$ cat config.mk
export PLATFORM = sky130hd
export DESIGN_NAME = keccak_byte_packer
export DESIGN_NICKNAME = d
export VERILOG_FILES = /design/src/rtl/keccak_byte_packer.sv
export SDC_FILE = /design/constraint.sdc
export NUM_CORES = 1
export LEC_CHECK = 0
export CORE_MARGIN = 1
export CORE_UTILIZATION = 47
export DETAILED_ROUTE_END_ITERATION = 16
export PLACE_DENSITY = 0.64
export SKIP_CTS_REPAIR_TIMING = 1
export SYNTH_ARGS = -nofsm -noshare
export SYNTH_HDL_FRONTEND = slang
export SYNTH_SLANG_ARGS = --single-unit
$ cat constraint.sdc
create_clock -name clk -period 5.92 [get_ports clk]
set_input_delay 0.888 -clock clk [delete_from_list [all_inputs] [get_ports clk]]
set_output_delay 0.888 -clock clk [all_outputs]
set_load 0.01 [all_outputs]
$ cat src/rtl/keccak_byte_packer.sv
// keccak_byte_packer: packs a byte stream into 32-bit big-endian words for a keccak core
module keccak_byte_packer (
    input  logic        clk,
    input  logic        reset,
    input  logic [7:0]  byte_in,
    input  logic        byte_valid,
    input  logic        byte_last,
    output logic        byte_ready,
    output logic        core_reset,
    output logic [31:0] k_in,
    output logic        k_in_ready,
    output logic        k_is_last,
    output logic [1:0]  k_byte_num,
    input  logic        buffer_full,
    input  logic        out_ready,
    output logic        busy
);
    typedef enum logic [2:0] {IDLE, CLR, PACK, FINAL, WAIT} state_t;
    state_t      r_state;
    logic [23:0] r_acc;
    logic [1:0]  r_cnt;
    logic        r_hv;
    logic [31:0] r_hdata;
    logic        r_hlast;
    logic [1:0]  r_hbnum;
    logic        r_pv;
    logic [31:0] r_pdata;
    logic [1:0]  r_pbnum;
    logic        w_xfer;
    logic        w_free;
    logic        w_take;
    logic [31:0] w_word;
    assign w_xfer     = r_hv & ~buffer_full;
    assign w_free     = ~r_hv | w_xfer;
    assign byte_ready = (r_state == PACK) & ~((r_cnt == 2'd3) & ~w_free);
    assign w_take     = byte_valid & byte_ready;
    // accumulated bytes plus the incoming one, pushed up so the first byte lands in [31:24]
    assign w_word     = {r_acc, byte_in} << {2'd3 - r_cnt, 3'd0};
    assign core_reset = r_state == CLR;
    assign busy       = r_state != IDLE;
    assign k_in_ready = r_hv;
    assign k_in       = r_hv ? r_hdata : 32'd0;
    assign k_is_last  = r_hv & r_hlast;
    assign k_byte_num = r_hv ? r_hbnum : 2'd0;
    // control FSM with byte accumulator, output holding word and a pending final word
    always_ff @(posedge clk or posedge reset) begin
        if (reset) begin
            r_state <= IDLE;
            r_acc   <= '0;
            r_cnt   <= '0;
            r_hv    <= 1'b0;
            r_hdata <= '0;
            r_hlast <= 1'b0;
            r_hbnum <= '0;
            r_pv    <= 1'b0;
            r_pdata <= '0;
            r_pbnum <= '0;
        end else begin
            if (w_xfer) r_hv <= 1'b0;
            case (r_state)
                IDLE: if (byte_valid) r_state <= CLR;
                CLR: begin
                    r_state <= PACK;
                    r_cnt   <= '0;
                    r_hv    <= 1'b0;
                    r_pv    <= 1'b0;
                end
                PACK: if (w_take) begin
                    if (byte_last) begin
                        r_state <= FINAL;
                        r_cnt   <= '0;
                        if (r_cnt == 2'd3) begin
                            r_hv    <= 1'b1;
                            r_hdata <= w_word;
                            r_hlast <= 1'b0;
                            r_hbnum <= 2'd0;
                            r_pv    <= 1'b1;
                            r_pdata <= 32'd0;
                            r_pbnum <= 2'd0;
                        end else if (w_free) begin
                            r_hv    <= 1'b1;
                            r_hdata <= w_word;
                            r_hlast <= 1'b1;
                            r_hbnum <= r_cnt + 2'd1;
                        end else begin
                            r_pv    <= 1'b1;
                            r_pdata <= w_word;
                            r_pbnum <= r_cnt + 2'd1;
                        end
                    end else if (r_cnt == 2'd3) begin
                        r_hv    <= 1'b1;
                        r_hdata <= w_word;
                        r_hlast <= 1'b0;
                        r_hbnum <= 2'd0;
                        r_cnt   <= '0;
                    end else begin
                        r_acc <= {r_acc[15:0], byte_in};
                        r_cnt <= r_cnt + 2'd1;
                    end
                end
                FINAL: begin
                    if (r_pv & w_free) begin
                        r_hv    <= 1'b1;
                        r_hdata <= r_pdata;
                        r_hlast <= 1'b1;
                        r_hbnum <= r_pbnum;
                        r_pv    <= 1'b0;
                    end
                    if (w_xfer & r_hlast) r_state <= WAIT;
                end
                WAIT: if (out_ready) r_state <= IDLE;
                default: r_state <= IDLE;
            endcase
        end
    end
endmodule
* After elaboration in Yosys (flattened, before gate mapping)
Index checks and enable logic that the tools add are counted.
** Storage, ports and cells
- Register bits :: 100
- Input bits :: 14
- Output and inout bits :: 39
- Logic and storage cells :: 104
** Cells by class
- $add $sub $neg :: 2
- Equal/unequal tests :: 15
- Shift-type cells :: 1
- Multiplexer cells :: 51
- Bitwise operators :: 14
- Reduce and logical (&&, ||, !) cells :: 11
** Operator list (number)
- 2-to-1 mux 32 bit :: 9
- case mux 32 bit (2 select lines) :: 1
- left shift 32 x 5 -> 32 bit :: 1
- 2-to-1 mux 2 bit :: 12
- 2-to-1 mux 1 bit :: 18
- 2-to-1 mux 3 bit :: 5
- case mux 3 bit (5 select lines) :: 1
- AND reduction 5 bit :: 3
- != test 2 bit, second input constant :: 6
- != test 3 x 2 -> 1 bit, second input constant :: 3
- case mux 2 bit (2 select lines) :: 2
- AND reduction 4 bit :: 2
- bitwise AND 1 bit :: 7
- == test 3 x 2 -> 1 bit, second input constant :: 2
- NOT 1 bit :: 6
- case mux 1 bit (3 select lines) :: 2
- nonzero test 3 bit :: 2
- nonzero test 2 bit :: 2
- == test 3 x 1 -> 1 bit, second input constant :: 1
- == test 3 bit, second input constant :: 1
- logical NOT 3 bit :: 1
- adder 2 x 1 -> 2 bit, second input constant :: 1
- == test 2 bit, second input constant :: 1
- != test 2 x 1 -> 1 bit, second input constant :: 1
- 4 further kinds :: 4

* Longest topological paths before layout
- Word-level depth :: 10
- Gate-level depth with buffers :: 8
- Gate-level depth less buffers :: 5

* Worst setup path after synthesis
Ideal clock, no wire load.
- Path type :: input -> output
- From :: in buffer_full
- To :: out byte_ready
- Arrival time :: 1.332 ns
- Data required time :: 5.032 ns
- Slack :: 3.700 ns
- Cell stages on the path :: 2
- Path buffers :: 0
- Path through :: and3_1 nor3_1
** On the way
- Longest elaborated chain between the ends :: 7
** Ends and longest elaborated chain
- start: declaration :: RTL line 14 : input logic buffer_full,
- NOT 1 bit :: RTL line 33 : assign w_xfer = r_hv & ~buffer_full;
- bitwise AND 1 bit :: RTL line 33
- bitwise OR 1 bit :: RTL line 34 : assign w_free = ~r_hv | w_xfer;
- NOT 1 bit :: RTL line 35 : assign byte_ready = (r_state == PACK) & ~((r_cnt == 2'd3) & ~w_free);
- bitwise AND 1 bit :: RTL line 35
- NOT 1 bit :: RTL line 35
- bitwise AND 1 bit :: RTL line 35
- end: declaration :: RTL line 8 : output logic byte_ready,
Every way passes these cells.

* Worst setup path after layout
- From :: reg r_cnt[1]
- To :: out byte_ready
** On the way
- Longest elaborated chain between the ends :: 4
** Ends and longest elaborated chain
- start: declaration :: RTL line 21 : logic [1:0] r_cnt;
- start signal: assignment :: RTL line 98 : r_cnt <= r_cnt + 2'd1;
- == test 2 bit :: RTL line 35
- bitwise AND 1 bit :: RTL line 35
- NOT 1 bit :: RTL line 35
- bitwise AND 1 bit :: RTL line 35
Every way passes these cells.

==> impl_results.md <==
- Most common cell after layout, fill and taps aside: dfrtp_1
- Ant. Diodes: 0
- Die area: between 10000 and 15000 um^2
- Die height: approximately 110 um
- Num CTS Buffers: 9
- Row count: 39
- Root Buffer: clkbuf_16
- Power density cells: 406 nW/um^2
- R2R cell count: 7
- Sequential fraction of the synthesis area: 0.455
- Setup CP Type: flip-flop to output pin
- Worst Path Required: 5.03 ns
- Worst-Margin Slew: 1.20 ns
- Worst setup SP type: flip-flop
- Fillers: roughly 1000
- Seq cells post-synth: 100
- Status: finished, final reports clean
- Register Area: roughly 2500 um^2
- Area contributors post-synth: dfrtp_1 45%, and2_1 5.2%, nand2_1 4.6%
- Final setup fails: 0
- Cells after synthesis: between 500 and 600
- Dpl cells: slightly below 700
- First DRT Iteration DRCs: ~250
- Primary flip-flop cell chosen by synthesis mapping: dfrtp_1
- Core ar.: about 11000 um^2
- Initial Util: 0.482
- Setup tns final: 0 ns
- Hold Violations, Final: 0
- Synth async-reset ratio: 1.00
- Synth Net Count: about 540
- H-tree level count: 3
- Share of cells above drive strength 1: 0.128
- Syn. warnings: 0
- Largest net degree at the start of global routing: ~60
- Most frequent cells in the layout: 100 x dfrtp_1, 68 x nand2_1, 52 x clkdlybuf4s50_1, 46 x and2_1, 33 x a21oi_1
- Vias/cell: roughly 5.9
- Vias in the first global route: between 3000 and 4000
- Worst-path maximum fanout: 39
- First-pass GRT wire length: approximately 21000 um
- Sw frac: 0.361
- Fin nets: 563
- Worst VDD drop: 0.000269 V
- Avg Cell Area, Syn: between 10 and 15 um^2
- Final instance count without filler cells: between 600 and 700
- Final Max Tran Viols: 0
- Unrepaired setup endpoints after global routing: no
- Post-synth EDFFs: 0
- Max transition margin: 0.199
- Met3 usage: 0.0388
- Clk pwr share: 0.214
- Vias post-DR: 4083
- Io pins: 53
- Pleak: 2.30 nW
- GRT busiest layer: met1
- Routed Antenna Nets: 0
- Max frequency: 276 MHz
- Clk slew on worst S/H paths: approximately 0.06 ns
- Arr. time, crit path: 2.73 ns
- Hold Crit Class: flip-flop to flip-flop
- Clock Tree Buf Depth: 2
- Max-cap violations: 0
- Cell taking the most area after synthesis: dfrtp_1
- Post-Route Skew: ~0.0056 ns
- Final WL: about 13000 um
- Buffers on Ports: 52
- Comb power frac: 0.364
- Synth unique cells: between 40 and 50
- Aggregate global routing overflow: 0
- Routability congestion estimate from global placement: 0.780
- Die Wd: approximately 110 um
- Final worst path period share: 0.611
- DRT Pass-1 Iters: 5
- Area of the multi-input gates: 2720 um^2
- Int Pwr: ~1.6 mW
- Initial antenna violation count: 0
- DRC: 0
- M2 GR Usage: 0.339
- Synthesis-to-finish area growth: 13.7%
- Routed WL per cell: around 18 um
- Hold Path Depth: 1
- Switch Pwr: a little over 0.9 mW
- Top cell type's share of synthesized area: 0.455
- Cell area after synthesis: roughly 5500 um^2
- CTS sink count: 100
- Tmin final: about 3.6 ns
- Post-DP HPWL: ~8500 um
- TritonCTS clock tree: built
- Endpoint class of the critical path: output pin
- All-Layer GR Usage: 0.228
- Met1 usage: 0.340
- Clock latency on the worst-skew pair: about 0.34 ns
- Sequential fraction of design power: 0.423
power by group through the flow:
stage | Sequential, mW | Clock (mW) | Combinational (mW)
final | 1.07 | 0.542 | 0.924
after global routing | 1.11 | 0.578 | 1.01
after CTS | 1.07 | 0.557 | 0.930
after detailed placement | 1.09 | 0 | 0.929
after global placement | 1.08 | 0 | 0.911
after floorplan | 1.00 | 0 | 0.750
flip-flops by register name, summed over array words and instances, names as in the netlist:
name,flops
k_in_ready,1
r_state,3
r_cnt,2
r_acc,24
r_pbnum,2
r_hbnum,2
r_pdata,32
r_pv,1
r_hlast,1
r_hdata,32
stage by stage:
stage	util	power [mW]	hold WS, ns	instance area [um^2]	setup slack [ns]
2_1_floorplan	-	1.75	0.448	5500	2.41
3_3_place_gp	0.524	1.99	0.464	5990	2.33
3_5_place_dp	0.524	2.02	0.470	5990	2.25
4_1_cts	0.548	2.56	0.486	6260	2.29
5_1_grt	0.548	2.70	0.504	6260	2.12
6_report	0.548	2.54	0.485	6260	2.30
critical path: stages (launching register included):
cell and delay, ns:
dfrtp_1 0.89, ha_1 0.29, buf_4 0.38, and3_1 0.27
nor3_1 0.06, clkdlybuf4s50_1 0.49
cells by family after synthesis:
kind of cell | after synthesis | share of synthesized area
AND/OR/NAND/NOR | 196 | 0.192
AO/OA/AOI/OAI | 120 | 0.166
flip-flops | 100 | 0.455
multiplexers | 58 | 0.133
buffers and inverters | 49 | 0.0518
adder cells (fa/ha/maj) | 1 | 0.00227
area by class of cell:
type	instances	area share
clock inverter	6	0.00660
sequential	100	0.400
multi-input combinational	375	0.434
timing repair buffer	60	0.0928
clock buffer	10	0.0366
inverter	2	0.00160
tap	143	0.0286
synth_stat cells, types with 2 or more instances:
library cell,count
a211o_1,5
a21oi_1,33
a221o_1,8
a22oi_1,8
a31oi_1,9
a31oi_4,8
and2_1,46
and3b_1,2
buf_2,16
buf_4,5
buf_6,6
clkbuf_1,18
dfrtp_1,100
inv_1,2
mux2_1,20
mux2_2,22
mux2i_1,8
mux4_2,8
nand2_1,68
nand2b_1,4
nand3_1,18
nand3b_1,2
nor2_1,14
nor2b_1,2
nor3_1,6
nor3b_1,25
o211ai_1,9
o21ai_0,21
o2bb2ai_1,8
o31ai_1,4
final timing paths:
kind	start	endpoint	slack, ns
worst max-delay path	r_cnt[1]	byte_ready	2.30
worst min-delay path	r_hdata[19]	r_hdata[19]	0.48
worst max register to register	r_cnt[1]	r_hlast	2.72
worst min register to register	r_hdata[19]	r_hdata[19]	0.48
max in group asynchronous	reset	r_acc[16]	3.84
min in group asynchronous	reset	r_state[2]	0.94
per-layer routing:
| layer | wire [um] | vias to the layer above | part of all wire |
|---|---|---|---|
| li1 | - | 1929 | - |
| met1 | 6060 | 2054 | 0.47 |
| met2 | 5950 | 88 | 0.46 |
| met3 | 608 | 12 | 0.047 |
| met4 | 192 | 0 | 0.015 |
| met5 | 0 | - | 0 |
Power figures use the tool's default switching activity.
